File: config.mk
export PLATFORM = sky130hd
export DESIGN_NAME = ssled_capture_flat
export DESIGN_NICKNAME = d
export VERILOG_FILES = /design/src/rtl/ssled_pkg.sv /design/src/rtl/ssled_if.sv /design/src/rtl/ssled_seg_decode.sv /design/src/rtl/ssled_capture.sv /design/src/flat_wrapper.sv
export SDC_FILE = /design/constraint.sdc
export NUM_CORES = 1
export LEC_CHECK = 0
export ABC_AREA = 1
export CORE_UTILIZATION = 35
export DETAILED_ROUTE_END_ITERATION = 12
export HOLD_SLACK_MARGIN = 0.12
export PLACE_DENSITY = 0.56
export SKIP_CTS_REPAIR_TIMING = 1
export SYNTH_ARGS = -nofsm -noshare
export SYNTH_HDL_FRONTEND = slang
export SYNTH_HIERARCHICAL = 1
export SYNTH_SLANG_ARGS = --single-unit
File: constraint.sdc
create_clock -name clk -period 2.97 [get_ports clk]
set_input_delay 0.4455 -clock clk [delete_from_list [all_inputs] [get_ports clk]]
set_output_delay 0.4455 -clock clk [all_outputs]
set_load 0.05 [all_outputs]
File: src/rtl/ssled_pkg.sv
// Shared constants and types for the seven-segment scan capture block.
package ssled_pkg;

  localparam logic [6:0] SEG_0 = 7'b1000000;
  localparam logic [6:0] SEG_1 = 7'b1111001;
  localparam logic [6:0] SEG_2 = 7'b0100100;
  localparam logic [6:0] SEG_3 = 7'b0110000;
  localparam logic [6:0] SEG_4 = 7'b0011001;
  localparam logic [6:0] SEG_5 = 7'b0010010;
  localparam logic [6:0] SEG_6 = 7'b0000010;
  localparam logic [6:0] SEG_7 = 7'b1111000;
  localparam logic [6:0] SEG_8 = 7'b0000000;
  localparam logic [6:0] SEG_9 = 7'b0010000;

  localparam logic [6:0] SEG_BLANK = 7'h7F;
  localparam logic [3:0] AN_BLANK  = 4'hF;

  typedef enum logic [1:0] {
    SYNC,
    COLLECT,
    PUBLISH
  } state_t;

  typedef logic [1:0] digit_t;

  typedef struct packed {
    logic   legal;
    digit_t idx;
  } sel_t;

  // Only a single low enable selects a digit.
  function automatic sel_t an_sel(
    input logic [3:0] an
  );
    sel_t s;
    s = '{legal: 1'b1, idx: 2'd0};
    case (an)
      4'b1110: s.idx = 2'd0;
      4'b1101: s.idx = 2'd1;
      4'b1011: s.idx = 2'd2;
      4'b0111: s.idx = 2'd3;
      default: s.legal = 1'b0;
    endcase
    return s;
  endfunction

endpackage

File: src/rtl/ssled_if.sv
// Seven-segment display bus plus the recovered score outputs.
interface ssled_if;
  logic [6:0]  seg;
  logic [3:0]  an;
  logic [15:0] score;
  logic        score_valid;
  logic        frame_bad;
  logic        order_err;

  modport master (
    output seg,
    output an,
    input  score,
    input  score_valid,
    input  frame_bad,
    input  order_err
  );

  modport slave (
    input  seg,
    input  an,
    output score,
    output score_valid,
    output frame_bad,
    output order_err
  );
endinterface

File: src/rtl/ssled_seg_decode.sv
// Active-low segment pattern to digit value; unknown patterns give F.
module ssled_seg_decode
  import ssled_pkg::*;
(
  input  logic [6:0] seg,
  output logic       valid,
  output logic [3:0] nibble
);

  always_comb begin
    valid  = 1'b1;
    nibble = 4'h0;
    case (seg)
      SEG_0:   nibble = 4'd0;
      SEG_1:   nibble = 4'd1;
      SEG_2:   nibble = 4'd2;
      SEG_3:   nibble = 4'd3;
      SEG_4:   nibble = 4'd4;
      SEG_5:   nibble = 4'd5;
      SEG_6:   nibble = 4'd6;
      SEG_7:   nibble = 4'd7;
      SEG_8:   nibble = 4'd8;
      SEG_9:   nibble = 4'd9;
      default: begin
        valid  = 1'b0;
        nibble = 4'hF;
      end
    endcase
  end

endmodule

File: src/rtl/ssled_capture.sv
// Samples the multiplexed display bus, debounces each digit dwell and
// reassembles the 16-bit score once per complete scan frame.
module ssled_capture
  import ssled_pkg::*;
#(
  parameter int unsigned SETTLE = 4
) (
  input logic   clk,
  input logic   rst,
  ssled_if.slave bus
);

  localparam logic [7:0] SET = 8'(SETTLE);

  logic [10:0] s1;
  logic [10:0] s2;
  logic [7:0]  dwell;
  logic        armed;
  logic        capture;

  logic        seg_ok;
  logic [3:0]  nib;
  sel_t        sel;
  logic        blank;
  logic        first;

  state_t      state;
  digit_t      want;
  logic [15:0] frame;
  logic        bad;

  logic [15:0] score;
  logic        score_valid;
  logic        frame_bad;
  logic        order_err;

  // s2 holds the synchronized {seg, an} pair.
  always_ff @(posedge clk) begin
    if (rst) begin
      s1    <= {SEG_BLANK, AN_BLANK};
      s2    <= {SEG_BLANK, AN_BLANK};
      dwell <= '0;
      armed <= 1'b1;
    end else begin
      s1 <= {bus.seg, bus.an};
      s2 <= s1;
      if (s1 != s2) begin
        dwell <= 8'd1;
        armed <= 1'b1;
      end else begin
        if (dwell != SET)
          dwell <= dwell + 8'd1;
        if (capture)
          armed <= 1'b0;
      end
    end
  end

  assign capture = armed && (dwell == SET);

  ssled_seg_decode u_dec (
    .seg    (s2[10:4]),
    .valid  (seg_ok),
    .nibble (nib)
  );

  assign sel   = an_sel(s2[3:0]);
  assign blank = (s2[3:0] == AN_BLANK);
  assign first = capture && sel.legal
              && (sel.idx == 2'd0);

  always_ff @(posedge clk) begin
    if (rst) begin
      state       <= SYNC;
      want        <= 2'd0;
      frame       <= '0;
      bad         <= 1'b0;
      score       <= '0;
      score_valid <= 1'b0;
      frame_bad   <= 1'b0;
      order_err   <= 1'b0;
    end else begin
      score_valid <= 1'b0;
      order_err   <= 1'b0;
      unique case (state)
        SYNC, PUBLISH: begin
          if (state == PUBLISH) begin
            score       <= frame;
            frame_bad   <= bad;
            score_valid <= 1'b1;
            state       <= SYNC;
          end
          if (first) begin
            frame <= {12'h000, nib};
            bad   <= ~seg_ok;
            want  <= 2'd1;
            state <= COLLECT;
          end
        end
        COLLECT: begin
          if (capture && !blank) begin
            if (sel.legal && sel.idx == want) begin
              frame[{want, 2'b00} +: 4] <= nib;
              bad <= bad | ~seg_ok;
              if (want == 2'd3)
                state <= PUBLISH;
              else
                want <= want + 2'd1;
            end else if (first) begin
              frame     <= {12'h000, nib};
              bad       <= ~seg_ok;
              want      <= 2'd1;
              order_err <= 1'b1;
            end else begin
              frame     <= '0;
              bad       <= 1'b0;
              want      <= 2'd0;
              order_err <= 1'b1;
              state     <= SYNC;
            end
          end
        end
        default: state <= SYNC;
      endcase
    end
  end

  assign bus.score       = score;
  assign bus.score_valid = score_valid;
  assign bus.frame_bad   = frame_bad;
  assign bus.order_err   = order_err;

endmodule

File: src/flat_wrapper.sv
// flat-port wrapper written by rule: the top's interface ports become plain ports
module ssled_capture_flat import ssled_pkg::*;
#(
  parameter int unsigned SETTLE = 4
)
  (clk, rst, bus_seg, bus_an, bus_score, bus_score_valid, bus_frame_bad, bus_order_err);
  ssled_if bus_i ();
  input logic clk;
  input logic rst;
  input wire logic [$bits(bus_i.seg)-1:0] bus_seg;
  input wire logic [$bits(bus_i.an)-1:0] bus_an;
  output wire logic [$bits(bus_i.score)-1:0] bus_score;
  output wire logic [$bits(bus_i.score_valid)-1:0] bus_score_valid;
  output wire logic [$bits(bus_i.frame_bad)-1:0] bus_frame_bad;
  output wire logic [$bits(bus_i.order_err)-1:0] bus_order_err;
  assign bus_i.seg = bus_seg;
  assign bus_i.an = bus_an;
  assign bus_score = bus_i.score;
  assign bus_score_valid = bus_i.score_valid;
  assign bus_frame_bad = bus_i.frame_bad;
  assign bus_order_err = bus_i.order_err;
  ssled_capture #(.SETTLE(SETTLE)) u_core (.clk(clk), .rst(rst), .bus(bus_i));
endmodule
**Yosys cells after proc, flatten, opt, wreduce, memory -nomap -nowiden**

Index checks and enable logic that the tools add are counted.

- Add/sub/neg operators: 3
- Eq/ne operators: 27
- Shift operators: 2
- Mux-type cells: 32
- Bitwise operators: 5
- Reduce and logical (&&, ||, !) cells: 21

Operator list:

| cell | number |
|---|---|
| $mux 16 | 3 |
| $pmux 4 s10 | 1 |
| $pmux 16 s2 | 1 |
| $eq 7x5->1 const B | 3 |
| $eq 7x7->1 const B | 3 |
| $mux 2 | 10 |
| $bwmux 16 | 1 |
| $eq 4x4->1 const B | 4 |
| $shift 4x6->16 const A | 1 |
| $shiftx 4x6->16 | 1 |
| $eq 7x6->1 const B | 2 |
| $mux 1 | 11 |
| $ne 11x11->1 | 1 |
| $reduce_or 10->1 | 1 |
| $ne 3x3->1 const B | 3 |
| $add 8x1->8 const B | 1 |
| $eq 8x3->1 const B | 1 |
| $ne 8x3->1 const B | 1 |
| $pmux 2 s2 | 2 |
| $reduce_and 4->1 | 2 |
| $eq 7x2->1 const B | 1 |
| $logic_not 7->1 | 1 |
| $neg 4->6 | 1 |
| $pmux 2 s3 | 1 |
| other kinds (20) | 33 |

- Register bits after elaboration: 71
- Input port bits: 13
- Output and inout bits: 19
- Word-level logic and storage cells: 103

**Logic depth before layout (Yosys ltp)**

Gate-level depths: netlist (run 1).

- Word-level depth: 9
- Depth in mapped cells: 14
- Mapped depth without buffers: 14

**Modules after synthesis**

Netlist (run 1), hierarchy kept.

By module, submodules not included:

| module | times used | cells each | area each (sq um) | seq. area each (sq um) |
|---|---|---|---|---|
| ssled_capture | 1 | 420 | 3219.3 | 1421.4 |
| ssled_seg_decode | 1 | 52 | 242.7 | 0.0 |

**Worst setup path before layout (run 1)**

No wires, ideal clock.

- Path kind: reg2reg
- From: register u_core.want[0]
- To: register u_core.frame[4]
- Setup time: 0.064 ns
- Arrival: 1.561 ns
- Required time: 2.906 ns
- Slack: 1.345 ns
- Stages on the path, launching flop included: 10
- Buffers on the path: 1
- Period minus slack after synthesis: 1.625 ns
- Cell sequence: dfxtp_1 > buf_2 > inv_1 > ha_1 > inv_1 > nor3_1 > nand3_1 > nand3_1 > nand2_1 > nor2_1

- Word-level cells in the longest chain between the ends: 6
- Elaborated cells on any way between the ends: 9
- Those cells by class: add/sub: 1; eq/ne: 1; shift: 2; mux: 4; reduce/logical: 1

RTL lines:

| what | line | source |
|---|---|---|
| start, declared | ssled_capture.sv:28 | `digit_t want;` |
| start signal, assigned | ssled_capture.sv:108 | `want <= want + 2'd1;` |
| $neg 4->6 | ssled_capture.sv:103 | `frame[{want, 2'b00} +: 4] <= nib;` |
| $shiftx 4x6->16 or $shift 4x6->16 (tied branches) | ssled_capture.sv:103 |  |
| $bwmux 16 | ssled_capture.sv:103 |  |
| $mux 16 (*) | ssled_capture.sv:102 | `if (sel.legal && sel.idx == want) begin` |
| $mux 16 (*) | ssled_capture.sv:101 | `if (capture && !blank) begin` |
| $pmux 16 s2 (*) | ssled_capture.sv:85 | `unique case (state)` |
| end signal, assigned | ssled_capture.sv:94 | `frame <= {12'h000, nib};` |
| end signal, assigned by index | ssled_capture.sv:103 |  |
| end signal, assigned | ssled_capture.sv:110 | `frame <= {12'h000, nib};` |
| end, declared | ssled_capture.sv:29 | `logic [15:0] frame;` |

Mark *: on every way between the ends. The rest lies on a longest branch, timed or not. The select of a mux whose other input is x is not followed.
A chain may end at the register's enable or synchronous reset.

**Worst setup path after layout (run 1)**

- From: register u_core.frame_bad (netlist: u_core/bus.frame_bad)
- To: output port bus_frame_bad

RTL lines:

| what | line | source |
|---|---|---|
| start, declared | ssled_capture.sv:34 | `logic frame_bad;` |
| start signal, assigned | ssled_capture.sv:80 | `frame_bad <= 1'b0;` |
| start signal, assigned | ssled_capture.sv:89 | `frame_bad <= bad;` |
| end, declared | flat_wrapper.sv:14 | `output wire logic [$bits(bus_i.frame_bad)-1:0] bus_frame_bad;` |

No word-level cell between the ends.

==> results of run 1 <==
## metrics by stage
step	worst slack [ps]	utilization [%]	instance area [µm²]	power [W]
2_1_floorplan	1350	-	3460	0.00106
3_3_place_gp	1080	41.5	3910	0.00109
3_5_place_dp	1050	41.5	3910	0.00110
4_1_cts	989	43.8	4130	0.00196
5_1_grt	881	43.8	4130	0.00202
6_report	1020	43.8	4130	0.00193
## metal layers
layer  vias to the layer above  share of wire [%]
li1                       1546                  -
met5                         -                  0
met2                        34                 44
met4                         0                1.5
met3                         8                3.4
met1                      1264                 51
## cells by family (layout without fill, tap and decap cells)
group,Yosys count,after routing,synth area share (%)
AOI/OAI and AO/OA,45,45,6.94
xor gates and xnor gates,12,12,3.04
adders and majority gates,6,6,2.17
buffers and inverters,63,102,7.30
DFF,71,71,41.1
and+or+nand+nor,275,275,39.5
## registers in the layout, summed over array words and instances, names as in the netlist
| signal | count |
|---|---|
| u_core/bus.score_valid | 1 |
| u_core/want | 2 |
| u_core/state | 2 |
| u_core/bus.frame_bad | 1 |
| u_core/bus.order_err | 1 |
| u_core/dwell | 8 |
| u_core/bad | 1 |
| u_core/bus.score | 16 |
| u_core/s1 | 11 |
| u_core/armed | 1 |
| u_core/frame | 16 |
| u_core/s2 | 11 |
## cells in the final DEF, fill, tap and decap left out, types with 7 or more instances in the layout
cell type and n:
dfxtp_1 71, nand2_1 92, nor2_1 81, inv_1 38, nor3_1 9, nand3_2 8
o21ai_0 19, xor2_1 8, clkbuf_8 10, nand2_4 7, nand2_2 9, or2_2 21
a21oi_1 24, inv_2 10, nand3_1 32, clkdlybuf4s50_1 31
## power breakdown
| group | internal [W] | switching [W] |
|---|---|---|
| Sequential | 0.000966 | 0.0000127 |
| Clock | 0.000493 | 0.000364 |
| Combinational | 0.0000431 | 0.0000506 |
| Total | 0.00150 | 0.000427 |
## path summary, 6_finish.rpt
path | endpoint
worst min register to register | u_core/s2[0]
worst min-delay path | u_core/s2[0]
worst max register to register | u_core/frame[7]
worst max-delay path | bus_frame_bad
## cell usage after synthesis
master | instances | area, µm²
dfxtp_1 | 71 | 1420
o21ai_2 | 1 | 8.76
buf_6 | 1 | 11.3
a21oi_1 | 24 | 120
xnor2_1 | 4 | 35.0
nor3_2 | 1 | 10.0
clkinv_2 | 1 | 5.00
ha_1 | 6 | 75.1
inv_6 | 1 | 8.76
o21ai_0 | 19 | 95.1
inv_2 | 10 | 37.5
and2_1 | 1 | 6.26
xor2_1 | 8 | 70.1
inv_1 | 38 | 143
nand2_1 | 92 | 345
clkinv_1 | 2 | 7.51
nor2_1 | 81 | 304
nand4_1 | 4 | 25.0
nor2_2 | 4 | 25.0
buf_2 | 2 | 10.0
nand2_4 | 7 | 78.8
nand2_2 | 9 | 56.3
nand3_1 | 32 | 160
or2_2 | 21 | 131
clkbuf_1 | 8 | 30.0
nor2_4 | 2 | 22.5
nor2_8 | 2 | 40.0
nor3_1 | 9 | 45.0
o21ai_4 | 1 | 16.3
nand3_2 | 8 | 80.1
nand2_8 | 1 | 20.0
nand3_4 | 1 | 17.5
## final cells by class
cell class                 instances  area, µm²
sequential                        71       1420
fill                             958       5290
clock inverter                     6       83.8
timing repair buffer              34        333
inverter                          52        201
multi-input combinational        338       1790
tap                              129        161
clock buffer                      10        138
==> impl_metrics.yaml, run 1 <==
floorplanning:
  core_region_area_um2: 9420
  ioPinCount: 32
  die_area_um2: 10300
  die_h_um: 101
  die_x_um: 101
  row_count: 35
  start_util_pct: 36.8
synth:
  syn_avg_cell_area_um2: 7.33
  ys_types: 32
  yosysWarnings: 6
  ys_seq_area_share_pct: 41.1
  ys_seq_elements: 71
  synth_area_um2: 3460
  syn-num-nets: 491
  synth_cells: 472
timing:
  hold_slack_ps: 453
  setup_viol: 0
  slew_violations: 0
  maxSlewHeadroom_pct: 56.8
  timing.fmax_mhz: 512
  fin_crit_sh_pct: 65.8
  tightest_slew_ps: 645
  rsz0062_at_grt: "no"
  fin_skew_ps: 10.6
  tns_ps: 0
  period_needed_ps: 1950
  hold_viol: 0
worst_setup_path:
  critPathLaunchType: "flop"
  endpoint_kind: "output port"
  critical_path_cell_count: 1
  max_stage_delay_ps: 810
  r2r-start: "u_core/want[0]"
  path_buf_inv: 1
  critPathRequiredTime_ps: 2520
  critical_path.top_delay_family: "buffers and inverters"
  crit_chain: "clkdlybuf4s50_1"
  slowest_stage: "clkdlybuf4s50_1"
  cp_max_fo: 2
  cp.arrival_ps: 1510
  r2r_cells: 8
  regToRegSetupSlack_ps: 1030
  worstSetupStartpoint: "u_core/bus.frame_bad"
  path_class: "reg -> out"
power:
  power_density_nw_per_um2: 467
  cellLeakagePower_nw: 1.84
  vdd.ir_drop.worst_mv: 0.282
route:
  firstDrtPassIters: 4
  drt-initial-drc-count: 88
  drc: 0
  dr_total_vias: 2852
  wl_mm: 6.80
  wire_per_inst_um: 10.6
  drt-vias-per-instance: 4.46
  drtAntennaViolNets: 0
clocking:
  cts.sinks: 71
  cts_max_level: 3
  clockRootBuffer: "clkbuf_8"
  clkTransAtPathRegs_ps: 80
  cts_buffers: 9
  clk_path_buf_depth: 2
  clk_latency_ps: 350
  cts_tree: "done"
layout:
  syn_to_final_growth_pct: 19.2
  diodes: 0
  final_nets: 525
  drive_gt1_share_pct: 17.4
  final_cells: 640
placement:
  port_buffers: 31
  dpl.hpwl_mm: 4.99
  finalWeightedCongestion: 0.765
  place_inst: 624
grt:
  use_met3_pct: 4.00
  grt_use_met1_pct: 18.8
  grt_pass1_vias: 2687
  grt_use_total_pct: 14.9
  gr-total-overflow: 0
  grt_max_degree: 38
  use_met2_pct: 24.3
  grt-busiest-layer: "met2"
  antenna_found_initial: 0
  grt_pass1_wl_mm: 11.9
worst_hold_path:
  holdCritPathClass: "reg -> reg"
  min_from: "u_core/s1[0]"
  hold_path_depth: 2
run:
  maxCapViolCount: 0
run_status:
  status: "complete, no violations"
(Power assumes the default switching activity.)
==> run 2: changes to the inputs <==
clock period = 2 ns   (was 2.97 ns; I/O delays follow)
==> run 2 against run 1 <==
  * Non-clock buffer count increased by 1
  * Largest cell class unchanged
  * Final cell count unchanged
  * First-iteration DRC count increased by 34%
  * Clock power increased by 16%
  * Sequential power increased by 48%
  * Wire length decreased by 0.56%
  * Die area unchanged
  * Setup slack got worse by 810 ps
  * Core utilization decreased by 0.45 points
  * Via count increased by 3.2%
  * Final area decreased by 1.0%
  * Critical endpoint is now u_core/frame[6]
  * Clock skew decreased by 3.3 ps
==> impl_metrics.yaml, run 2 (synthesis results as in run 1) <==
run_status:
  status: "complete, no violations"
timing:
  hold_slack_ps: 452
  setup_viol: 0
  hold_viol: 0
  timing.fmax_mhz: 558
  fin_skew_ps: 7.31
  slew_violations: 0
  period_needed_ps: 1790
  tns_ps: 0
  fin_crit_sh_pct: 89.6
  tightest_slew_ps: 504
  rsz0062_at_grt: "no"
  maxSlewHeadroom_pct: 66.3
clocking:
  cts_tree: "done"
  clockRootBuffer: "clkbuf_8"
  cts.sinks: 71
  clk_path_buf_depth: 2
  cts_buffers: 9
  clkTransAtPathRegs_ps: 80
  cts_max_level: 3
  clk_latency_ps: 340
route:
  dr_total_vias: 2943
  top_layer: "met4"
  drc: 0
  firstDrtPassIters: 4
  drt-vias-per-instance: 4.60
  drtAntennaViolNets: 0
  route.met2.wl_mm: 3.12
  drt-initial-drc-count: 118
  drt-met1-wl_mm: 3.29
  wl_mm: 6.76
  wire_per_inst_um: 10.6
  wl_met3_um: 245
power:
  cellLeakagePower_nw: 1.82
  power_density_nw_per_um2: 633
  vdd.ir_drop.worst_mv: 0.389
worst_setup_path:
  path_class: "reg -> reg"
  cp_max_fo: 12
  max_stage_delay_ps: 330
  endpoint_kind: "flop"
  critical_path.top_delay_family: "simple AND/OR/NAND/NOR gates"
  r2r_cells: 11
  critPathRequiredTime_ps: 2240
  cp.arrival_ps: 2030
  crit_end: "u_core/frame[6]"
  r2r_end: "u_core/frame[6]"
  r2r-start: "u_core/dwell[0]"
  crit_chain: "inv_1, ha_1, nand3_2, nor2_4, nand2_2, inv_2, nand3_2, o21ai_4, nand3_1, nand2_1, nor2_1"
  path_common_cell: "nand3_2"
  slowest_stage: "dfxtp_1"
  path_buf_inv: 2
  critPathLaunchType: "flop"
  worstSetupStartpoint: "u_core/dwell[0]"
  regToRegSetupSlack_ps: 210
  critical_path_cell_count: 11
grt:
  grt_pass1_wl_mm: 12.2
  grt_max_degree: 38
  grt_use_total_pct: 14.9
  gr-total-overflow: 0
  grt_pass1_vias: 2875
  antenna_found_initial: 0
layout:
  diodes: 0
  layout_commonest_cell: "nand2_1"
  drive_gt1_share_pct: 17.2
  final_nets: 526
  fillers: 988
  reg_top3: "u_core/bus.score (16), u_core/frame (16)"
  syn_to_final_growth_pct: 18.0
  most-common-layout-cells: "nand2_1 (92), nor2_1 (81), dfxtp_1 (71)"
floorplanning:
  die_x_um: 101
  row_count: 35
  ioPinCount: 32
  die_h_um: 101
  die_area_um2: 10300
  core_region_area_um2: 9420
  start_util_pct: 36.8
run:
  maxCapViolCount: 0
placement:
  finalWeightedCongestion: 0.766
  port_buffers: 31
  dpl.hpwl_mm: 5.02
worst_hold_path:
  holdCritPathClass: "reg -> reg"
[run 2: changes by cell type in the layout (fill, tap and decap cells not counted), sizes merged]
cell      change
buf           +1
clkbuf        +1
bufinv        -2
clkinvlp      +1
clkinv        -1
[run 2: how the worst min path moves through the flow]
| stage | to | cells past startpoint | start | slack (ps) |
|---|---|---|---|---|
| finish | u_core/s2[0] | 2 | u_core/s1[0] | 450 |
| detailed placement | u_core/s2[3] | 2 | u_core/s1[3] | 440 |
| floorplan | u_core/s1[0] | 1 | bus_an[0] | 400 |
| CTS | u_core/s2[3] | 2 | u_core/s1[3] | 460 |
| global route | u_core/s2[3] | 2 | u_core/s1[3] | 470 |
| global placement | u_core/s2[0] | 2 | u_core/s1[0] | 440 |
[run 2: per-stage QoR]
stage / total power, W / utilization, % / setup slack (ps) / instance area, µm² / cells
after detailed placement: 0.00163 / 41.6 / 92.6 / 3910 / 625
after floorplan: 0.00158 / - / 375 / 3460 / 472
after CTS: 0.00263 / 43.3 / 81.4 / 4080 / 640
after global routing: 0.00270 / 43.4 / 17.8 / 4080 / 640
after global placement: 0.00162 / 41.6 / 222 / 3910 / 625
final: 0.00259 / 43.4 / 209 / 4080 / 640
[run 2: layout make-up]
type                    instances  area, µm²  share of cell area, %
inverters                      52        201                   4.93
repair buffers                 35        340                   8.33
multi-input cells             338       1800                   44.0
clock buffers                  11        141                   3.46
flip-flops and latches         71       1420                   34.8
well taps                     129        161                   3.95
clock inverters                 4       22.5                  0.551
[run 2: worst min-delay path, stage by stage (launching register included)]
cell and delay (ps):
dfxtp_1 330, inv_1 50, nand2_1 40
[run 2: report_power, final]
group	internal (W)	total [W]	switching (W)
clock	0.000471	0.000993	0.000522
sequential	0.00144	0.00145	0.0000183
combinational	0.0000641	0.000139	0.0000749
total	0.00197	0.00259	0.000615
[run 2: per-layer routing]
metal / track usage, % / up-vias
met5: 0 / -
met3: 4.00 / 10
li1: - / 1544
met4: 5.80 / 0
met2: 25.4 / 44
met1: 17.8 / 1345
